File: config.mk
export PLATFORM = sky130hd
export DESIGN_NAME = shift_edge_detector
export DESIGN_NICKNAME = d
export VERILOG_FILES = /design/src/rtl/shift_edge_detector.sv
export SDC_FILE = /design/constraint.sdc
export NUM_CORES = 1
export LEC_CHECK = 0
export CAP_MARGIN = 40
export CORE_MARGIN = 2
export CORE_UTILIZATION = 50
export DETAILED_ROUTE_END_ITERATION = 8
export PLACE_DENSITY = 0.83
export SKIP_LAST_GASP = 1
export SYNTH_ARGS = -nofsm -noshare
export SYNTH_HDL_FRONTEND = slang
export SYNTH_SLANG_ARGS = --single-unit
File: constraint.sdc
create_clock -name clock -period 2 [get_ports clock]
set_input_delay 0.4 -clock clock [delete_from_list [all_inputs] [get_ports clock]]
set_output_delay 0.4 -clock clock [all_outputs]
set_load 0.01 [all_outputs]
File: src/rtl/shift_edge_detector.sv
// shift_edge_detector
// Multi-channel delay line. Each channel has a registered edge detector on
// its input stage and a saturating counter of detected edges. Edge pulses are
// registered, so edge_pulse and edge_any are free of glitches.

module shift_edge_detector #(
  parameter int WIDTH = 4,
  parameter int DEPTH = 4,
  parameter int CNT_W = 8
) (
  input  logic                   clock,
  input  logic                   reset,
  input  logic                   shift_en,
  input  logic [WIDTH-1:0]       data_in,
  input  logic [1:0]             edge_mode,
  input  logic                   cnt_clr,
  output logic [WIDTH-1:0]       data_out,
  output logic [WIDTH-1:0]       edge_pulse,
  output logic                   edge_any,
  output logic [WIDTH*CNT_W-1:0] edge_count
);

  localparam logic [1:0] MODE_NONE    = 2'b00;
  localparam logic [1:0] MODE_RISING  = 2'b01;
  localparam logic [1:0] MODE_FALLING = 2'b10;
  localparam logic [1:0] MODE_BOTH    = 2'b11;

  localparam logic [CNT_W-1:0] CNT_MAX = {CNT_W{1'b1}};

  logic [WIDTH-1:0] edge_pulse_reg;

  genvar gi;
  generate
    for (gi = 0; gi < WIDTH; gi++) begin : g_chan
      logic [DEPTH-1:0] stage_reg;
      logic             pulse_next;
      logic [CNT_W-1:0] count_reg;
      logic [CNT_W-1:0] count_next;

      // Delay line: stage 0 takes the input, higher stages take their
      // predecessor; everything holds while shifting is disabled.
      always_ff @(posedge clock or posedge reset) begin
        if (reset) begin
          stage_reg <= '0;
        end else if (shift_en) begin
          stage_reg <= {stage_reg[DEPTH-2:0], data_in[gi]};
        end
      end

      // Edge qualification: the incoming bit is compared with the stage-0
      // value it is about to replace, so the pulse lines up with s[0]/s[1].
      always_comb begin
        pulse_next = 1'b0;
        if (shift_en) begin
          case (edge_mode)
            MODE_RISING:  pulse_next = data_in[gi] & ~stage_reg[0];
            MODE_FALLING: pulse_next = ~data_in[gi] & stage_reg[0];
            MODE_BOTH:    pulse_next = data_in[gi] ^ stage_reg[0];
            MODE_NONE:    pulse_next = 1'b0;
            default:      pulse_next = 1'b0;
          endcase
        end
      end

      // Registered one-cycle edge pulse.
      always_ff @(posedge clock or posedge reset) begin
        if (reset) begin
          edge_pulse_reg[gi] <= 1'b0;
        end else begin
          edge_pulse_reg[gi] <= pulse_next;
        end
      end

      // Counter next state: clear wins over increment (a pulse in a clear
      // cycle is dropped), and the count sticks at all-ones.
      always_comb begin
        count_next = count_reg;
        if (cnt_clr) begin
          count_next = '0;
        end else if (edge_pulse_reg[gi] && (count_reg != CNT_MAX)) begin
          count_next = count_reg + 1'b1;
        end
      end

      // Counter state; runs independently of shift_en.
      always_ff @(posedge clock or posedge reset) begin
        if (reset) begin
          count_reg <= '0;
        end else begin
          count_reg <= count_next;
        end
      end

      assign data_out[gi]                  = stage_reg[DEPTH-1];
      assign edge_count[gi*CNT_W +: CNT_W] = count_reg;
    end
  endgenerate

  assign edge_pulse = edge_pulse_reg;
  assign edge_any   = |edge_pulse_reg;

endmodule

* Word level (Yosys, flattened, before mapping)
Cells that the tools add are included.
** Cells by class
- Add/subtract/negate cells :: 4
- Equality and inequality tests :: 7
- Mux-type cells :: 16
- Bitwise logic cells :: 20
- Reduce and logical (&&, ||, !) cells :: 10
** Operators by type and width (number)
- 2-to-1 mux 8 bit :: 8
- adder 8 x 1 -> 8 bit (second input constant) :: 4
- != test 8 bit (second input constant) :: 4
- one-hot mux 1 bit (4 select lines) :: 4
- bitwise AND 1 bit :: 8
- NOT 1 bit :: 8
- nonzero test 2 bit :: 4
- equality test 2 bit (second input constant) :: 2
- logical AND 1 bit :: 4
- 2-to-1 mux 1 bit :: 4
- OR reduction 4 bit :: 1
- bitwise XOR 1 bit :: 4
- equality test 2 x 1 -> 1 bit (second input constant) :: 1
- zero test 2 bit :: 1
** Storage, ports and cells
- Register bits :: 52
- Bits of input ports :: 10
- Output and inout bits :: 41
- Word-level logic and storage cells :: 69

* Longest topological paths before layout
- Depth after elaboration :: 4
- Mapped depth :: 5
- Depth with buffers taken out :: 5

* Least setup slack after synthesis
OpenSTA, ideal clock, no wires.
- Path type :: register to register
- Start :: register g_chan[2].count_reg[0]
- End :: register g_chan[2].count_reg[0]
- Setup time :: 125 ps
- Arrival :: 1492 ps
- Required time :: 1875 ps
- Path slack :: 383 ps
- Stages on the path, launching flop included :: 6
- Path buffers :: 1
- Clock period less this slack :: 1617 ps
- Cell sequence :: dfrtp_1 -> ha_1 -> and4_1 -> buf_4 -> a21boi_2 -> mux2_4
** On the way
- Word-level cells in the longest chain between the ends :: 3
** Ends and longest elaborated chain
- from (decl) :: line 37 : logic [CNT_W-1:0] count_reg;
- from (signal assigned) :: line 90 : count_reg <= count_next;
- adder 8 x 1 -> 8 bit / != test 8 bit (equally long branches) :: line 81, 80
- 2-to-1 mux 8 bit / logical AND 1 bit (equally long branches) :: line 80 : end else if (edge_pulse_reg[gi] && (count_reg != CNT_MAX)) begin
- 2-to-1 mux 8 bit / nonzero test 2 bit (equally long branches)
Parallel ways exist; a longest one is shown, timed or not. The select of a mux whose other input is x is not followed.
A chain may end at the register's enable or synchronous reset.

* Final worst setup path
- Start :: register edge_pulse_reg[1], in the netlist edge_pulse[1]
- End :: output edge_any
** On the way
- Word-level cells in the longest chain between the ends :: 1
** Ends and longest elaborated chain
- from (decl) :: line 30 : logic [WIDTH-1:0] edge_pulse_reg;
- from (signal, indexed assignment) :: line 70 : edge_pulse_reg[gi] <= pulse_next;
- OR reduction 4 bit :: line 100 : assign edge_any = |edge_pulse_reg;
- to (decl) :: line 19 : output logic edge_any,
Every way passes these cells.

==> impl_metrics.ini <==
[place]
hpwlAfterDp_um = 3890
io_buffers = 50
gp_congestion = 0.835
place_inst = 381
post_dp_cell_area_sq_um = 3400

[clock_tree]
cts_buffers = 5
htreeDepth = 2
clk_pin_slew_worst_paths_ns = 0.10
clk_latency_ns = 0.30
cts_tree = built
cts_setup_buffers = 0
clock-sinks = 52
cts_root_buf = clkbuf_8
clockBufferDepth = 2

[cells_and_area]
fin_nets = 338
antenna_cells = 0
layout_commonest_cell = dfrtp_1
layout_common_cells = 52 x dfrtp_1, 49 x clkdlybuf4s50_1, 18 x a21oi_1
final_cells = 389
largest_reg_flops = 32
layout-drive-gt1-share_pct = 12.3
fin_area_sq_um = 3510
fin_util_pct = 64.1
area_growth_pct = 24.7

[logic_synthesis]
synth-main-ff-cell = dfrtp_1
ys_types = 45
syn_inst = 268
async_flop_share_pct = 100
synth.ff_latch_count = 52
synth-edff-count = 0
synth_nets = 290
yosysWarningCount = 0
yosys.area.top_type = dfrtp_1
netlist_area_sq_um = 2810
syn-mean-instance-area_sq_um = 10.5
synth_top_area_share_pct = 46.2
synthTopCellsByArea = dfrtp_1 46%, ha_1 5.3%, mux2_2 4.8%
yosysSeqAreaShare_pct = 46.2

[detailed_routing]
wire_per_inst_um = 13.9
totalWireLength_um = 5420
vias = 2210
drtIter0Drc = 97
antenna_left = 0
firstDrtPassIters = 4
vias_per_cell = 5.68
drc = 0

[timing]
max-slew-margin-rel_pct = 81.7
fmax_mhz = 521
fin_skew_ns = 0.00989
setup_viol_count_final = 0
setup_tns_ns = 0
slew_viol_final = 0
fin_crit_sh_pct = 95.9
fin_crit_ns = 1.92
hold_viol_final = 0
rsz0062_at_grt = no
tightest_slew_ns = 0.275

[global_route]
grt_max_degree = 53
grt_pass1_wl_um = 9350
track_usage_pct = 18.6
grt_pass1_vias = 2053
antenna_found_initial = 0
grt.overflow.total = 0

[floorplanning]
die_w_um = 79.0
die_area_sq_um = 6240
io_pins = 51
coreArea_sq_um = 5470
dieHeight_um = 79.0
rows = 27
initial_utilization_pct = 51.4

[setup_path]
worst_setup_path_start_kind = register
crit_required_ns = 1.60
end_kind = primary output
path_max_fanout = 2
crit_type = reg2out
crit_arrival_ns = 1.52

[pwr]
ir_drop_mv = 0.425
leakage_uw = 0.00153
power.density_nw_per_um2 = 625

[flow_run]
maxCapViolCount = 0

[status]
status = complete, no violations

[worst_hold_path]
worst_hold_path_type = in2async
-- power breakdown --
group / internal (uW) / total, uW / switching (uW)
registers: 1110 / 1160 / 42.6
clock network: 377 / 731 / 354
logic: 169 / 304 / 135
-- synthesized netlist by cell type, types with 2 or more instances --
library cell	count
mux2i_1	4
and4_1	5
ha_1	12
buf_2	9
inv_1	15
nand2b_1	9
dfrtp_1	52
nand2_1	15
a31oi_1	2
a311oi_1	4
and4b_1	2
a21boi_2	4
clkbuf_1	3
nand3_1	5
or3_1	2
mux2_2	12
o211ai_1	3
nor3b_1	2
mux2_1	4
and2_1	2
a21oi_1	18
mux2_4	2
nor2_1	8
a41o_1	2
nand4_1	5
and3_1	8
a21boi_0	5
nor2b_1	13
nor3_1	9
buf_4	5
o21ai_0	7
a211oi_1	7
-- stage by stage --
| step | power (uW) | setup WS, ns | hold WS [ns] |
|---|---|---|---|
| after global routing | 2300 | 0.0176 | 0.469 |
| after detailed placement | 1490 | 0.177 | 0.494 |
| final | 2190 | 0.0817 | 0.448 |
| after CTS | 2230 | 0.0418 | 0.457 |
| after global placement | 1480 | 0.206 | 0.489 |
| after floorplan | 1370 | 0.342 | 0.475 |
-- timing repair --
item	4_1_cts	5_1_grt
setup endpoints to repair	1	0
hold buffers	0	0
resized for setup	1	0
-- per-layer routing --
metal,track usage (%),part of all wire (%)
met1,24.6,46
met2,31.0,49
met3,4.32,3.8
met4,4.48,0.83
met5,0,0
-- final timing paths --
check,slack (ns),from,endpoint,cells past startpoint
min reg2reg,0.51,g_chan[0].stage_reg[3],g_chan[0].stage_reg[3],1
min,0.45,reset,g_chan[0].count_reg[7],3
max reg2reg,0.33,g_chan[1].count_reg[0],g_chan[1].count_reg[0],4
min in group clock,0.51,g_chan[0].stage_reg[3],g_chan[0].stage_reg[3],1
max,0.08,edge_pulse[1],edge_any,2
max in group asynchronous,1.31,reset,g_chan[1].count_reg[0],3
-- area by class of cell --
type / instances / area [sq um]
fill: 466 / 1960
multi-input combinational: 184 / 1360
sequential: 52 / 1300
timing repair buffer: 58 / 584
tap: 72 / 90.1
clock buffer: 5 / 68.8
inverter: 15 / 56.3
clock inverter: 3 / 46.3
-- cells by family after synthesis --
| kind of cell | synth area share, % |
|---|---|
| fa+ha+maj | 5.34 |
| simple gates | 19.4 |
| mux | 8.89 |
| flops | 46.2 |
| compound gates | 14.8 |
| buf+inv | 5.34 |
-- critical path, stage by stage (launching register included) --
cell,delay [ns]
dfrtp_1,0.38
or4_1,0.54
dlygate4sd2_1,0.30
Note: power is estimated with default switching activity, not from simulation.
